## src/rtl/x_uart_tx.sv

```systemverilog
// 8N1 UART transmitter: one start bit, eight data bits LSB first, one stop bit.
// Bytes come in over a valid/accept handshake with no buffering.
module x_uart_tx #(
   parameter int p_clks_per_bit = 104
) (
   input  logic       i_clk,
   input  logic       i_rst_n,
   input  logic       i_valid,
   input  logic [7:0] i_data,
   output logic       o_accept,
   output logic       o_tx,
   output logic       o_busy
);

   typedef enum logic [1:0] {
      IDLE  = 2'd0,
      START = 2'd1,
      DATA  = 2'd2,
      STOP  = 2'd3
   } state_t;

   localparam logic [15:0] LAST_CNT = 16'(p_clks_per_bit - 1);

   state_t      state_r, state_s;
   logic [15:0] cnt_r, cnt_s;
   logic [2:0]  idx_r, idx_s;
   logic [7:0]  shreg_r, shreg_s;
   logic        tx_r, tx_s;
   logic        bit_end_s;
   logic        accept_s;

   // Held in reset, accept is gated off so no byte is consumed while the block is cleared.
   assign accept_s = (state_r == IDLE) & i_valid & i_rst_n;
   assign bit_end_s = (cnt_r == LAST_CNT);

   // Next-state, counters, shift register and next line level.
   always_comb begin
      state_s = state_r;
      cnt_s   = cnt_r;
      idx_s   = idx_r;
      shreg_s = shreg_r;
      tx_s    = tx_r;

      if (state_r == IDLE) begin
         cnt_s = 16'd0;
      end else if (bit_end_s) begin
         cnt_s = 16'd0;
      end else begin
         cnt_s = cnt_r + 16'd1;
      end

      case (state_r)
         IDLE: begin
            if (accept_s) begin
               state_s = START;
               shreg_s = i_data;
               tx_s    = 1'b0;
            end else begin
               tx_s    = 1'b1;
            end
         end
         START: begin
            if (bit_end_s) begin
               state_s = DATA;
               idx_s   = 3'd0;
               tx_s    = shreg_r[0];
            end else begin
               tx_s    = 1'b0;
            end
         end
         DATA: begin
            if (bit_end_s) begin
               shreg_s = {1'b0, shreg_r[7:1]};
               if (idx_r == 3'd7) begin
                  state_s = STOP;
                  tx_s    = 1'b1;
               end else begin
                  idx_s   = idx_r + 3'd1;
                  tx_s    = shreg_r[1];
               end
            end else begin
               tx_s = shreg_r[0];
            end
         end
         STOP: begin
            tx_s = 1'b1;
            if (bit_end_s) begin
               state_s = IDLE;
            end else begin
               state_s = STOP;
            end
         end
         default: begin
            state_s = IDLE;
            tx_s    = 1'b1;
         end
      endcase
   end

   // State and datapath registers; the line level is registered so o_tx is glitch-free.
   always_ff @(posedge i_clk or negedge i_rst_n) begin
      if (!i_rst_n) begin
         state_r <= IDLE;
         cnt_r   <= 16'd0;
         idx_r   <= 3'd0;
         shreg_r <= 8'd0;
         tx_r    <= 1'b1;
      end else begin
         state_r <= state_s;
         cnt_r   <= cnt_s;
         idx_r   <= idx_s;
         shreg_r <= shreg_s;
         tx_r    <= tx_s;
      end
   end

   assign o_accept = accept_s;
   assign o_tx     = tx_r;
   assign o_busy   = (state_r != IDLE);

endmodule
```

## config.mk

```make
export PLATFORM = sky130hd
export DESIGN_NAME = x_uart_tx
export DESIGN_NICKNAME = d
export VERILOG_FILES = /design/src/rtl/x_uart_tx.sv
export SDC_FILE = /design/constraint.sdc
export NUM_CORES = 1
export LEC_CHECK = 0
export ABC_AREA = 1
export CAP_MARGIN = 20
export CORE_UTILIZATION = 48
export CTS_BUF_LIST = sky130_fd_sc_hd__clkbuf_4
export CTS_CLUSTER_SIZE = 12
export DETAILED_ROUTE_END_ITERATION = 8
export DONT_BUFFER_PORTS = 1
export PLACE_DENSITY = 0.67
export SYNTH_ARGS = -nofsm -noshare
export SYNTH_HDL_FRONTEND = slang
export SYNTH_SLANG_ARGS = --single-unit
```

## constraint.sdc

```tcl
create_clock -name i_clk -period 1.63 [get_ports i_clk]
set_clock_uncertainty 0.05 [all_clocks]
set_input_delay 0.163 -clock i_clk [delete_from_list [all_inputs] [get_ports i_clk]]
set_output_delay 0.163 -clock i_clk [all_outputs]
set_load 0.1 [all_outputs]
```

==> results by group <==
Outcome
  – Status: completed

Synthesis
  – Top_reg_cell synth: dfrtp_1
  – Asr flop ratio synth: 100%
  – FF+latch count, synth: 30
  – Syn_area_per_cell: 7.50 um^2
  – Syn Nets: 247
  – Mapped Cells: 233
  – Sequential element share of the synthesized area: ~43%
  – Post-synth top area cell: dfrtp_1
  – Unique masters post-synth: 31
  – Share of the synthesized area in the top cell type: between 40% and 50%
  – Number of synthesized flops with an enable pin: 0
  – Yosys warns: 0
  – Leading post-synthesis cells by cell area: dfrtp_1 (42%), nand2_1 (13%), nor2_1 (8.6%)
  – Synthesized cell area: 1750 um^2

Routing
  – Iter 0 DRT Violations: between 100 and 150
  – TritonRoute pass-1 iters: 4
  – Detailed Route WL: around 3600 um
  – Post-route DRC violation count: 0
  – Wire per inst: 11.8 um
  – Vias per Instance: between 4 and 5
  – Routed Antenna Nets: 0
  – Total vias in the final route: around 1500

Floorplanning
  – Core area: 3420 um^2
  – I/O Pins: 14
  – Die W: ~62 um
  – Die area: approximately 4000 um^2
  – Row cnt: 21
  – Die height: 62.3 um
  – Starting density of the core: a little over 50%

STA
  – Worst slew margin: 67.5%
  – RSZ-0062 raised after global routing: false
  – Fin. Hold Viols: 0
  – # setup viols final: 0
  – Final TNS setup: 0 ps
  – Fin crit share: slightly above 90%
  – FMAX: around 660 MHz
  – Max-slew violation count: 0
  – Worst-margin pin slew: roughly 490 ps
  – Crit path time final: roughly 1500 ps

GRT
  – GRT Util Overall: 21.2%
  – Initial antenna violation count: 0
  – Largest net degree at the start of global routing: 31
  – First-pass GRT wire length: about 6400 um
  – Number of global-route vias before repair: 1433
  – Total grt overflow: 0

Final layout
  – Antenna Cells: 0
  – Area Growth Syn to Fin: 16.3%
  – # nets final: 268
  – Most common cell after layout, fill and taps aside: nand2_1
  – Layout cells sized above 1: between 20% and 30%
  – Most frequent cells in the layout: nand2_1 (58), nor2_1 (36), dfrtp_1 (28)
  – Final std cells w/o fill: 301

Clock network
  – TritonCTS buffer count: 5
  – Root buf cell: clkbuf_4
  – Clock buffer depth: 2
  – CTS tree: yes
  – Clock slew at reported path FFs: about 100 ps
  – CTS H-tree depth: 2
  – Clock latency on the worst-skew pair: approximately 340 ps
  – # clock sinks: 30

Power
  – PD cells: slightly below 1000 nW/um^2
  – Leakage: a little under 1 nW
  – VDD IR-drop max: between 0.6 and 0.7 mV
  – Power after layout: a little under 0.002 W

Worst setup path
  – Startpoint Class: flip-flop
  – Required time of the worst setup path: roughly 1400 ps
  – CP startpoint: state_r[1]$_DFFE_PN0P_
  – CP max FO: 4
  – Critical Path End Type: output pin
  – R2r startpoint: idx_r[0]$_DFFE_PN0P_
  – CP Class: reg2out
  – WP data arrival: around 1300 ps

Min path
  – Hold_sp: i_valid
  – Hold crit path type: in2reg

Job
  – Max-cap violation count: 0

Placement
  – DP Wirelength: roughly 2600 um
  – DP Cell Count: 279
  – GPL Wtd Cong: 0.833
  – Port Buffers: 0
[power by group]
| group | switching [W] | internal [W] | total, W |
|---|---|---|---|
| combinational | 0.000307 | 0.000209 | 0.000516 |
| sequential | 0.000124 | 0.000895 | 0.00102 |
| clock | 0.000256 | 0.000180 | 0.000436 |
[cells in the mapped netlist (2+ instances only)]
| master | n |
|---|---|
| a21oi_1 | 3 |
| dfrtp_1 | 29 |
| ha_1 | 3 |
| inv_1 | 24 |
| inv_2 | 4 |
| nand2_1 | 59 |
| nand2_2 | 6 |
| nand3_1 | 15 |
| nand3_2 | 2 |
| nand4_1 | 4 |
| nor2_1 | 40 |
| nor2_2 | 2 |
| nor2_4 | 3 |
| nor3_1 | 8 |
| o21ai_0 | 7 |
| o21ai_1 | 6 |
| o21ai_2 | 2 |
| xor2_1 | 3 |
[sequential cells by signal (all words and copies together), names as in the netlist]
register	count
shreg_r	8
o_tx	1
state_r	2
cnt_r	16
idx_r	3
[cell families after synthesis]
group / share of synthesized area [%]
XOR/XNOR: 2.00
AO/OA/AOI/OAI: 6.44
flip-flops: 43.0
AND/OR/NAND/NOR: 37.8
buffers and inverters: 8.59
adder cells (fa/ha/maj): 2.15
[worst max-delay path: stages, from the launching register on]
cell        delay [ps]
dfrtp_2            440
nor2_4             160
nand3_4            110
clkinvlp_4          90
buf_12             160
[through the flow]
step                      hold slack [ps]  setup WS [ps]  utilization (%)  area [um^2]
after global routing                 21.6           5.47             59.5         2030
after detailed placement             -181            105             53.0         1810
after CTS                            7.18           33.5             58.2         1990
final                                9.42            106             59.5         2030
after floorplan                      -183           2.92                -         1750
after global placement               -181            130             53.0         1810
[what timing repair did]
action | CTS | global route
endpoints found under the setup margin | 2 | 13
gates resized for setup | 4 | 5
pin swaps | 1 | 3
hold buffers | 8 | 0
buffers inserted | 2 | 4
endpoints found under the hold margin | 36 | 0
[layout make-up]
cell class	count	area, um^2
multi-input cells	170	876
well taps	46	57.6
clock inverters	2	10.0
clock buffers	6	45.0
fillers	335	1380
repair buffers	18	178
inverters	29	114
flip-flops and latches	30	753
[worst paths after layout]
kind                                          endpoint  depth (start not counted)  slack, ps
worst min-delay path            shreg_r[0]$_DFFE_PN0P_                          3          9
worst max-delay path                          o_accept                          4        110
max in group asynchronous               o_tx$_DFF_PN1_                          2       1080
min in group asynchronous       shreg_r[3]$_DFFE_PN0P_                          2        210
worst min register to register    idx_r[1]$_DFFE_PN0P_                          2        450
worst max register to register    idx_r[1]$_DFFE_PN0P_                          6        140
[layer usage]
layer	vias to the layer above	GRT usage [%]	share of wire (%)
met2	15	33.8	47
met3	6	4.41	2.4
li1	780	-	-
met4	0	8.72	1.8
met1	689	28.1	49
met5	-	0	0
No activity file was read; power rests on OpenSTA's default activity.
